**config.mk**
```make
export PLATFORM = sky130hd
export DESIGN_NAME = axi_mailbox_master
export DESIGN_NICKNAME = d
export VERILOG_FILES = /design/src/rtl/axi_mailbox_pkg.sv /design/src/rtl/axi_mailbox_master_engine.sv /design/src/rtl/axi_mailbox_master.sv
export SDC_FILE = /design/constraint.sdc
export NUM_CORES = 1
export LEC_CHECK = 0
export CELL_PAD_IN_SITES_DETAIL_PLACEMENT = 1
export CELL_PAD_IN_SITES_GLOBAL_PLACEMENT = 2
export CORE_MARGIN = 2
export CORE_UTILIZATION = 37
export CTS_BUF_LIST = sky130_fd_sc_hd__clkbuf_8 sky130_fd_sc_hd__clkbuf_16
export DETAILED_ROUTE_END_ITERATION = 8
export DONT_BUFFER_PORTS = 1
export PLACE_DENSITY = 0.82
export SYNTH_ARGS = -nofsm -noshare
export SYNTH_HDL_FRONTEND = slang
export SYNTH_HIERARCHICAL = 1
export SYNTH_SLANG_ARGS = --single-unit
```
**constraint.sdc**
```tcl
create_clock -name clk -period 3.3 [get_ports clk]
set_input_delay 0.165 -clock clk [delete_from_list [all_inputs] [get_ports clk]]
set_output_delay 0.165 -clock clk [all_outputs]
set_load 0.02 [all_outputs]
```
**src/rtl/axi_mailbox_pkg.sv**
```systemverilog
`default_nettype none
// ============================================================================
// Module      : axi_mailbox_pkg
// Description : Shared types and constants for the AXI4-lite mailbox master.
// Revision    : 1.0 - initial release
// ============================================================================
package axi_mailbox_pkg;

    localparam int          NWORDS          = 4;
    localparam int          STATUS_DONE_BIT = 0;
    localparam logic [1:0]  LAST_IDX        = 2'(NWORDS - 1);
    localparam logic [2:0]  AXI_PROT        = 3'b000;
    localparam logic [3:0]  AXI_STRB        = 4'hF;

    typedef enum logic [2:0] {
        MB_IDLE = 3'd0,
        MB_WR   = 3'd1,
        MB_PR   = 3'd2,
        MB_PG   = 3'd3,
        MB_RA   = 3'd4,
        MB_DN   = 3'd5,
        MB_TO   = 3'd6
    } mb_state_t;

    typedef enum logic [2:0] {
        ENG_IDLE = 3'd0,
        ENG_W    = 3'd1,
        ENG_B    = 3'd2,
        ENG_AR   = 3'd3,
        ENG_R    = 3'd4
    } eng_state_t;

    function automatic logic [31:0] word_addr(input logic [31:0] base,
                                              input logic [1:0]  idx,
                                              input logic [31:0] stride);
        return base + ({30'd0, idx} * stride);
    endfunction

endpackage
`default_nettype wire

```
**src/rtl/axi_mailbox_master_engine.sv**
```systemverilog
`default_nettype none
// ============================================================================
// Module      : axi_lite_single_master
// Description : Single-beat AXI4-lite read/write engine, one transaction at a time.
// Revision    : 1.0 - initial release
// ============================================================================
module axi_lite_single_master
    import axi_mailbox_pkg::*;
(
    input  logic        clk,
    input  logic        resetn,
    input  logic        req,
    input  logic        we,
    input  logic [31:0] addr,
    input  logic [31:0] wdata,
    output logic        ack,
    output logic [31:0] rdata,
    output logic        mem_axi_awvalid,
    input  logic        mem_axi_awready,
    output logic [31:0] mem_axi_awaddr,
    output logic [2:0]  mem_axi_awprot,
    output logic        mem_axi_wvalid,
    input  logic        mem_axi_wready,
    output logic [31:0] mem_axi_wdata,
    output logic [3:0]  mem_axi_wstrb,
    input  logic        mem_axi_bvalid,
    output logic        mem_axi_bready,
    output logic        mem_axi_arvalid,
    input  logic        mem_axi_arready,
    output logic [31:0] mem_axi_araddr,
    output logic [2:0]  mem_axi_arprot,
    input  logic        mem_axi_rvalid,
    output logic        mem_axi_rready,
    input  logic [31:0] mem_axi_rdata
);

    eng_state_t r_state;
    logic       w_aw_hs;
    logic       w_w_hs;
    logic       w_accept;

    assign w_aw_hs = mem_axi_awvalid && mem_axi_awready;
    assign w_w_hs  = mem_axi_wvalid && mem_axi_wready;

    // ack is the response handshake itself, so the caller can chain the next request in the same cycle
    assign ack      = ((r_state == ENG_B) && mem_axi_bready && mem_axi_bvalid) ||
                      ((r_state == ENG_R) && mem_axi_rready && mem_axi_rvalid);
    assign rdata    = mem_axi_rdata;
    assign w_accept = req && ((r_state == ENG_IDLE) || ack);

    assign mem_axi_awprot = AXI_PROT;
    assign mem_axi_arprot = AXI_PROT;
    assign mem_axi_wstrb  = AXI_STRB;

    always_ff @(posedge clk) begin
        if (!resetn) begin
            r_state         <= ENG_IDLE;
            mem_axi_awvalid <= 1'b0;
            mem_axi_wvalid  <= 1'b0;
            mem_axi_bready  <= 1'b0;
            mem_axi_arvalid <= 1'b0;
            mem_axi_rready  <= 1'b0;
            mem_axi_awaddr  <= 32'd0;
            mem_axi_wdata   <= 32'd0;
            mem_axi_araddr  <= 32'd0;
        end else begin
            case (r_state)
                ENG_W: begin
                    if (w_aw_hs) mem_axi_awvalid <= 1'b0;
                    if (w_w_hs)  mem_axi_wvalid  <= 1'b0;
                    if ((!mem_axi_awvalid || w_aw_hs) && (!mem_axi_wvalid || w_w_hs)) begin
                        mem_axi_bready <= 1'b1;
                        r_state        <= ENG_B;
                    end
                end
                ENG_B: begin
                    if (mem_axi_bvalid) begin
                        mem_axi_bready <= 1'b0;
                        r_state        <= ENG_IDLE;
                    end
                end
                ENG_AR: begin
                    if (mem_axi_arready) begin
                        mem_axi_arvalid <= 1'b0;
                        mem_axi_rready  <= 1'b1;
                        r_state         <= ENG_R;
                    end
                end
                ENG_R: begin
                    if (mem_axi_rvalid) begin
                        mem_axi_rready <= 1'b0;
                        r_state        <= ENG_IDLE;
                    end
                end
                default: r_state <= ENG_IDLE;
            endcase

            // A new request overrides the return to idle above
            if (w_accept) begin
                if (we) begin
                    mem_axi_awvalid <= 1'b1;
                    mem_axi_wvalid  <= 1'b1;
                    mem_axi_awaddr  <= addr;
                    mem_axi_wdata   <= wdata;
                    r_state         <= ENG_W;
                end else begin
                    mem_axi_arvalid <= 1'b1;
                    mem_axi_araddr  <= addr;
                    r_state         <= ENG_AR;
                end
            end
        end
    end

endmodule
`default_nettype wire

```
**src/rtl/axi_mailbox_master.sv**
```systemverilog
`default_nettype none
// ============================================================================
// Module      : axi_mailbox_master
// Description : Writes plaintext, polls status, reads back ciphertext over AXI4-lite.
// Revision    : 1.0 - initial release
// ============================================================================
module axi_mailbox_master
    import axi_mailbox_pkg::*;
#(
    parameter logic [31:0] PT_ADDR     = 32'd1144,
    parameter logic [31:0] CT_ADDR     = 32'd1148,
    parameter logic [31:0] STATUS_ADDR = 32'd1151,
    parameter logic [31:0] ADDR_STRIDE = 32'd1,
    parameter int unsigned POLL_GAP    = 8,
    parameter int unsigned POLL_MAX    = 1024
) (
    input  logic         clk,
    input  logic         resetn,
    input  logic         start,
    input  logic [127:0] pt,
    output logic         busy,
    output logic         done,
    output logic         timeout,
    output logic [127:0] ct,
    output logic         mem_axi_awvalid,
    input  logic         mem_axi_awready,
    output logic [31:0]  mem_axi_awaddr,
    output logic [2:0]   mem_axi_awprot,
    output logic         mem_axi_wvalid,
    input  logic         mem_axi_wready,
    output logic [31:0]  mem_axi_wdata,
    output logic [3:0]   mem_axi_wstrb,
    input  logic         mem_axi_bvalid,
    output logic         mem_axi_bready,
    output logic         mem_axi_arvalid,
    input  logic         mem_axi_arready,
    output logic [31:0]  mem_axi_araddr,
    output logic [2:0]   mem_axi_arprot,
    input  logic         mem_axi_rvalid,
    output logic         mem_axi_rready,
    input  logic [31:0]  mem_axi_rdata
);

    mb_state_t    r_state;
    logic [1:0]   r_idx;
    logic [127:0] r_pt;
    logic [31:0]  r_poll_cnt;
    logic [31:0]  r_gap_cnt;

    logic         w_req;
    logic         w_we;
    logic [31:0]  w_addr;
    logic [31:0]  w_wdata;
    logic         w_ack;
    logic [31:0]  w_rdata;
    logic [1:0]   w_idx_inc;
    logic         w_poll_last;
    logic         w_gap_last;

    assign w_idx_inc   = r_idx + 2'd1;
    assign w_poll_last = ((r_poll_cnt + 32'd1) == POLL_MAX);
    assign w_gap_last  = (r_gap_cnt == (POLL_GAP - 32'd1));

    // Next request is issued on the same edge the previous response completes
    always_comb begin
        w_req   = 1'b0;
        w_we    = 1'b0;
        w_addr  = 32'd0;
        w_wdata = 32'd0;
        case (r_state)
            MB_IDLE: begin
                if (start) begin
                    w_req   = 1'b1;
                    w_we    = 1'b1;
                    w_addr  = word_addr(PT_ADDR, 2'd0, ADDR_STRIDE);
                    w_wdata = pt[31:0];
                end
            end
            MB_WR: begin
                if (w_ack) begin
                    w_req = 1'b1;
                    if (r_idx == LAST_IDX) begin
                        w_addr = STATUS_ADDR;
                    end else begin
                        w_we    = 1'b1;
                        w_addr  = word_addr(PT_ADDR, w_idx_inc, ADDR_STRIDE);
                        w_wdata = r_pt[{w_idx_inc, 5'd0} +: 32];
                    end
                end
            end
            MB_PR: begin
                if (w_ack) begin
                    if (w_rdata[STATUS_DONE_BIT]) begin
                        w_req  = 1'b1;
                        w_addr = word_addr(CT_ADDR, 2'd0, ADDR_STRIDE);
                    end else if (!w_poll_last && (POLL_GAP == 0)) begin
                        w_req  = 1'b1;
                        w_addr = STATUS_ADDR;
                    end
                end
            end
            MB_PG: begin
                if (w_gap_last) begin
                    w_req  = 1'b1;
                    w_addr = STATUS_ADDR;
                end
            end
            MB_RA: begin
                if (w_ack && (r_idx != LAST_IDX)) begin
                    w_req  = 1'b1;
                    w_addr = word_addr(CT_ADDR, w_idx_inc, ADDR_STRIDE);
                end
            end
            default: ;
        endcase
    end

    always_ff @(posedge clk) begin
        if (!resetn) begin
            r_state    <= MB_IDLE;
            r_idx      <= 2'd0;
            r_pt       <= 128'd0;
            r_poll_cnt <= 32'd0;
            r_gap_cnt  <= 32'd0;
            busy       <= 1'b0;
            done       <= 1'b0;
            timeout    <= 1'b0;
            ct         <= 128'd0;
        end else begin
            case (r_state)
                MB_IDLE: begin
                    if (start) begin
                        r_pt       <= pt;
                        busy       <= 1'b1;
                        r_idx      <= 2'd0;
                        r_poll_cnt <= 32'd0;
                        r_state    <= MB_WR;
                    end
                end
                MB_WR: begin
                    if (w_ack) begin
                        if (r_idx == LAST_IDX) begin
                            r_idx   <= 2'd0;
                            r_state <= MB_PR;
                        end else begin
                            r_idx <= w_idx_inc;
                        end
                    end
                end
                MB_PR: begin
                    if (w_ack) begin
                        if (w_rdata[STATUS_DONE_BIT]) begin
                            r_idx   <= 2'd0;
                            r_state <= MB_RA;
                        end else begin
                            r_poll_cnt <= r_poll_cnt + 32'd1;
                            if (w_poll_last) begin
                                timeout <= 1'b1;
                                busy    <= 1'b0;
                                r_state <= MB_TO;
                            end else if (POLL_GAP != 0) begin
                                r_gap_cnt <= 32'd0;
                                r_state   <= MB_PG;
                            end
                        end
                    end
                end
                MB_PG: begin
                    if (w_gap_last) r_state <= MB_PR;
                    else            r_gap_cnt <= r_gap_cnt + 32'd1;
                end
                MB_RA: begin
                    if (w_ack) begin
                        ct[{r_idx, 5'd0} +: 32] <= w_rdata;
                        if (r_idx == LAST_IDX) begin
                            done    <= 1'b1;
                            busy    <= 1'b0;
                            r_state <= MB_DN;
                        end else begin
                            r_idx <= w_idx_inc;
                        end
                    end
                end
                MB_DN: begin
                    done    <= 1'b0;
                    r_state <= MB_IDLE;
                end
                MB_TO: begin
                    timeout <= 1'b0;
                    r_state <= MB_IDLE;
                end
                default: r_state <= MB_IDLE;
            endcase
        end
    end

    axi_lite_single_master u_engine (
        .clk             (clk),
        .resetn          (resetn),
        .req             (w_req),
        .we              (w_we),
        .addr            (w_addr),
        .wdata           (w_wdata),
        .ack             (w_ack),
        .rdata           (w_rdata),
        .mem_axi_awvalid (mem_axi_awvalid),
        .mem_axi_awready (mem_axi_awready),
        .mem_axi_awaddr  (mem_axi_awaddr),
        .mem_axi_awprot  (mem_axi_awprot),
        .mem_axi_wvalid  (mem_axi_wvalid),
        .mem_axi_wready  (mem_axi_wready),
        .mem_axi_wdata   (mem_axi_wdata),
        .mem_axi_wstrb   (mem_axi_wstrb),
        .mem_axi_bvalid  (mem_axi_bvalid),
        .mem_axi_bready  (mem_axi_bready),
        .mem_axi_arvalid (mem_axi_arvalid),
        .mem_axi_arready (mem_axi_arready),
        .mem_axi_araddr  (mem_axi_araddr),
        .mem_axi_arprot  (mem_axi_arprot),
        .mem_axi_rvalid  (mem_axi_rvalid),
        .mem_axi_rready  (mem_axi_rready),
        .mem_axi_rdata   (mem_axi_rdata)
    );

endmodule
`default_nettype wire

```
# Word level (Yosys, flattened, before mapping)

Cells that the tools add are included.
Widths: inputs -> output; s select.

Word-level logic and storage cells: 191
Bits in registers: 432
Bits of input ports: 168

Reduce and logical (&&, ||, !) cells: 39
Muxes and demuxes: 89
Bitwise gates (word level): 1
Eq/ne operators: 35
$add $sub $neg: 6
Shifts and indexed selects: 3

Operators with widths:

| kind                     | number |
|---|---|
| $mux 32                  | 10 |
| $pmux 32 s2              | 3 |
| $bwmux 128               | 1 |
| $shift 32x9->128 const A | 1 |
| $shiftx 128x8->32        | 1 |
| $shiftx 32x9->128        | 1 |
| $add 32x1->32 const B    | 2 |
| $pmux 12 s5              | 1 |
| $mux 11                  | 4 |
| $mux 3                   | 14 |
| $mux 12                  | 3 |
| $mux 1                   | 35 |
| $eq 32x11->1 const B     | 1 |
| $eq 32x3->1 const B      | 1 |
| $ne 2x2->1 const B       | 14 |
| $add 11x2->12 const A    | 2 |
| $reduce_and 7->1         | 3 |
| $mux 2                   | 8 |
| $pmux 3 s5               | 1 |
| $eq 3x2->1 const B       | 4 |
| $eq 3x3->1 const B       | 4 |
| $pmux 3 s4               | 1 |
| $reduce_and 4->1         | 3 |
| $reduce_bool 2->1        | 6 |
| other kinds (21)         | 49 |

# Logic depth before layout (Yosys ltp)

Word-level depth: 10
Mapped depth: 13
Depth with buffers taken out: 11

# By module

Netlist, hierarchy kept.

By module, submodules not included:

| module                 | instances | area an instance (µm²) | cells an instance |
|---|---|---|---|
| axi_mailbox_master     | 1         | 14933.1                | 1930 |
| axi_lite_single_master | 1         | 4519.3                 | 482 |

# Worst setup path before layout

OpenSTA, ideal clock, no wires.

Path type: register -> register
Start: register r_poll_cnt[0]
End: register r_state[0] (netlist name)
Slack: 231 ps
Arrival time: 2954 ps
Stages on the path, launching flop included: 11
Clock period less this slack: 3069 ps
Buffers on the path: 1
Cells stage by stage: dfxtp_1 > ha_1 > and3_2 > nand4_4 > o31a_1 > or4_1 > or4b_4 > nor3_4 > buf_6 > nor3_1 > o21a_1

RTL lines:

| what                   | RTL line                  | source |
|---|---|---|
| start, declared        | axi_mailbox_master.sv:47  | `logic [31:0] r_poll_cnt;` |
| start signal, assigned | axi_mailbox_master.sv:156 | `r_poll_cnt <= r_poll_cnt + 32'd1;` |

# Worst setup path in the final report

Start: register r_poll_cnt[0]
End: register r_gap_cnt[4]

Longest elaborated chain between the ends: 4

Ends and longest elaborated chain:

| what                              | RTL line                  | source |
|---|---|---|
| $add 32x1->32                     | axi_mailbox_master.sv:61  | `assign w_poll_last = ((r_poll_cnt + 32'd1) == POLL_MAX);` |
| $eq 32x11->1                      | axi_mailbox_master.sv:61  |  |
| $ne 2x2->1 (no source line)       | -                         |  |
| $reduce_and 5->1 (no source line) | -                         |  |
| end signal, assigned              | axi_mailbox_master.sv:170 | `else r_gap_cnt <= r_gap_cnt + 32'd1;` |
| end, declared                     | axi_mailbox_master.sv:48  | `logic [31:0] r_gap_cnt;` |

No other way between the ends.
A chain may end at the register's enable or synchronous reset.

==> metrics.cfg <==
[outcome]
status = completed

[setup_path]
worstReg2RegEnd = r_gap_cnt[4]
regToRegStartpoint = r_poll_cnt[0]
critPathMaxFanout = 17
required_ns = 3.82
startpoint = r_poll_cnt[0]
setup.worst_path.end_class = flop
arrival_ns = 3.73
critPathCapture = r_gap_cnt[4]
path_class = flop to flop
rr_worst_depth = 12
start_kind = flop
worst-r2r-setup-slack_ns = 0.08

[placement]
io_buffers = 0
place_area_sq_um = 19800
hpwl_um = 43900
gp_congestion = 0.865
preCtsSetupSlack_ns = 0.0735

[synth]
synthFlopType = dfxtp_1
synthTopCellsByArea = dfxtp_1, nand2_1, a21oi_1
avgSynthCellArea_sq_um = 8.06
synth_cells = 2412
ys_seq_area_share_pct = 44.5
synth-seq-cells = 432
synth_top_area_cell = dfxtp_1
synth_edf_count = 0
synth_top_area_share_pct = 44.5
yosys_warnings = 6
yosysUniqueCellTypes = 81
async_reset_ff_share_pct = 0
syn_area_sq_um = 19500

[drt]
viasPerCell = 5.54
via_count = 17900
route.final.wire_length_um = 69300
wl_per_cell_um = 21.4
route.detailed.drc = 0
dr.pass1.iters = 5
antenna_left = 0
drt_iter0_drc = 969

[timing]
fmax_mhz = 311
fin_skew_ns = 0.0279
hold_viol = 0
finalSetupViolCount = 0
rsz0062_at_grt = no
worstMarginPinSlew_ns = 1.02
min_period_ns = 3.22
maxSlewViolCount = 0
fin_crit_sh_pct = 97.5
slew_headroom_pct = 32.0
setup_tns_ns = 0
worst_slack_ns = 0.0837

[global_routing]
grt_max_degree = 159
grt_pass1_vias = 18500
grt.total_usage_pct = 24.2
grt_overflow = 0
grt_pass1_wl_um = 105000
antenna_found_initial = 9

[cells_and_area]
final_util_pct = 44.6
fillers = 6190
nets = 2677
most-common-layout-cells = nand2_1, dfxtp_1, a21oi_1
design_area_sq_um = 23300
final_common_cell = nand2_1
drive_above_1_share_pct = 9.35
syn_to_final_growth_pct = 19.8

[power_and_ir_drop]
p_per_area_nw_per_um2 = 629
vdd_drop_max_mv = 0.381
leakagePower_nw = 8.24

[clocking]
cts_buffer_depth = 3
insertion_delay_ns = 0.60
htree_levels = 2
root_buffer = clkbuf_16
cts_tree = built
cts_num_sinks = 432
path_clk_slew_ns = 0.06
numCtsBuffers = 48

[die]
start_util_pct = 37.2
die_w_um = 233
core-area_sq_um = 52200
ioPinCount = 410
dieArea_sq_um = 54400
rows = 84
die_height_um = 233

[run]
cap_violations = 0

[worst_hold_path]
hp-class = primary input to flop

## cell usage after synthesis, types with 6 or more instances
master / number
and3_1: 13
nor3_1: 23
nor2_1: 79
or4_1: 11
nor2b_1: 6
mux2i_1: 98
dfxtp_1: 432
nand3_1: 169
mux4_2: 32
clkbuf_1: 160
a31oi_1: 19
and2_1: 8
o31ai_1: 9
or3_1: 15
nor4_1: 15
o211ai_1: 15
a21oi_1: 323
buf_6: 6
buf_4: 43
and4_1: 7
buf_12: 8
o21a_1: 10
ha_1: 9
nand4_1: 28
nand2_1: 681
inv_1: 13
buf_2: 11
nand3b_1: 8
xnor2_1: 11
o21ai_0: 51
## cell type report
type	instances	area (sq um)	area share [%]
Multi-Input combinational cell	1758	9660	41.4
Sequential cell	432	8660	37.2
Timing Repair Buffer	246	2470	10.6
Clock buffer	58	1350	5.79
Tap cell	688	861	3.69
Clock inverter	26	234	1.00
Inverter	14	60.1	0.258
Antenna cell	7	17.5	0.0751
## critical path, stage by stage (launching register included)
cell       delay [ns]
dfxtp_2          0.35
ha_4             0.15
and3_4           0.22
nand4_4          0.14
o31a_1           0.32
or4_1            0.54
or4b_4           0.54
nor3_4           0.17
buf_6            0.15
buf_6            0.11
clkbuf_16        0.18
o211ai_1         0.10
a31oi_1          0.18
## metal layers
layer | up-vias | track usage (%) | share of wire (%)
met5 | - | 0 | 0.045
met4 | 4 | 9.41 | 3.6
met3 | 152 | 6.01 | 6.5
met2 | 463 | 41.0 | 48
met1 | 8881 | 29.5 | 42
li1 | 8402 | - | -
## what timing repair did
item | CTS | global route
gates resized for setup | 0 | 27
hold buffers | 170 | 0
buffers inserted | 0 | 8
endpoints found under the hold margin | 372 | 0
endpoints found under the setup margin | 0 | 52
## worst min-delay path by stage
stage               startpoint                  end  slack, ns  depth (start not counted)
2_1_floorplan          pt[100]            r_pt[100]       0.30                          2
3_3_place_gp            pt[55]             r_pt[55]       0.31                          2
3_5_place_dp           pt[126]            r_pt[126]       0.31                          2
4_1_cts        mem_axi_awready  u_engine/r_state[1]       0.01                          4
5_1_grt                 resetn                 busy       0.09                          2
6_report       mem_axi_awready  u_engine/r_state[1]       0.04                          4
## per-stage QoR
stage	hold WS (ns)	instances	total power, mW
3_5_place_dp	0.309	2958	9.08
2_1_floorplan	0.301	2443	8.39
4_1_cts	0.0144	3212	14.8
6_report	0.0444	3229	14.7
5_1_grt	0.0888	3228	15.3
3_3_place_gp	0.307	2958	8.97
## flip-flops by register name, summed over array words and instances (netlist names), 2 cells and up
| name | count |
|---|---|
| ct | 128 |
| r_gap_cnt | 32 |
| r_idx | 2 |
| r_poll_cnt | 32 |
| r_pt | 128 |
| r_state | 3 |
| u_engine/mem_axi_araddr | 32 |
| u_engine/mem_axi_awaddr | 32 |
| u_engine/mem_axi_wdata | 32 |
| u_engine/r_state | 3 |
## where the power goes
| part | switching, mW | internal (mW) | total (mW) |
|---|---|---|---|
| sequential | 0.523 | 5.68 | 6.20 |
| clock | 2.24 | 3.20 | 5.44 |
| combinational | 1.88 | 1.15 | 3.03 |
## kinds of logic (layout without fill, tap and decap cells)
kind of cell,Yosys count,after routing,share of synthesized area (%)
mux,131,131,8.81
fa+ha+maj,9,9,0.579
compound gates,472,472,13.6
xor+xnor,15,15,0.675
flops,432,432,44.5
other cells,3,41,0.0579
buf+inv,253,344,6.97
simple gates,1097,1097,24.9
(Power assumes the default switching activity.)
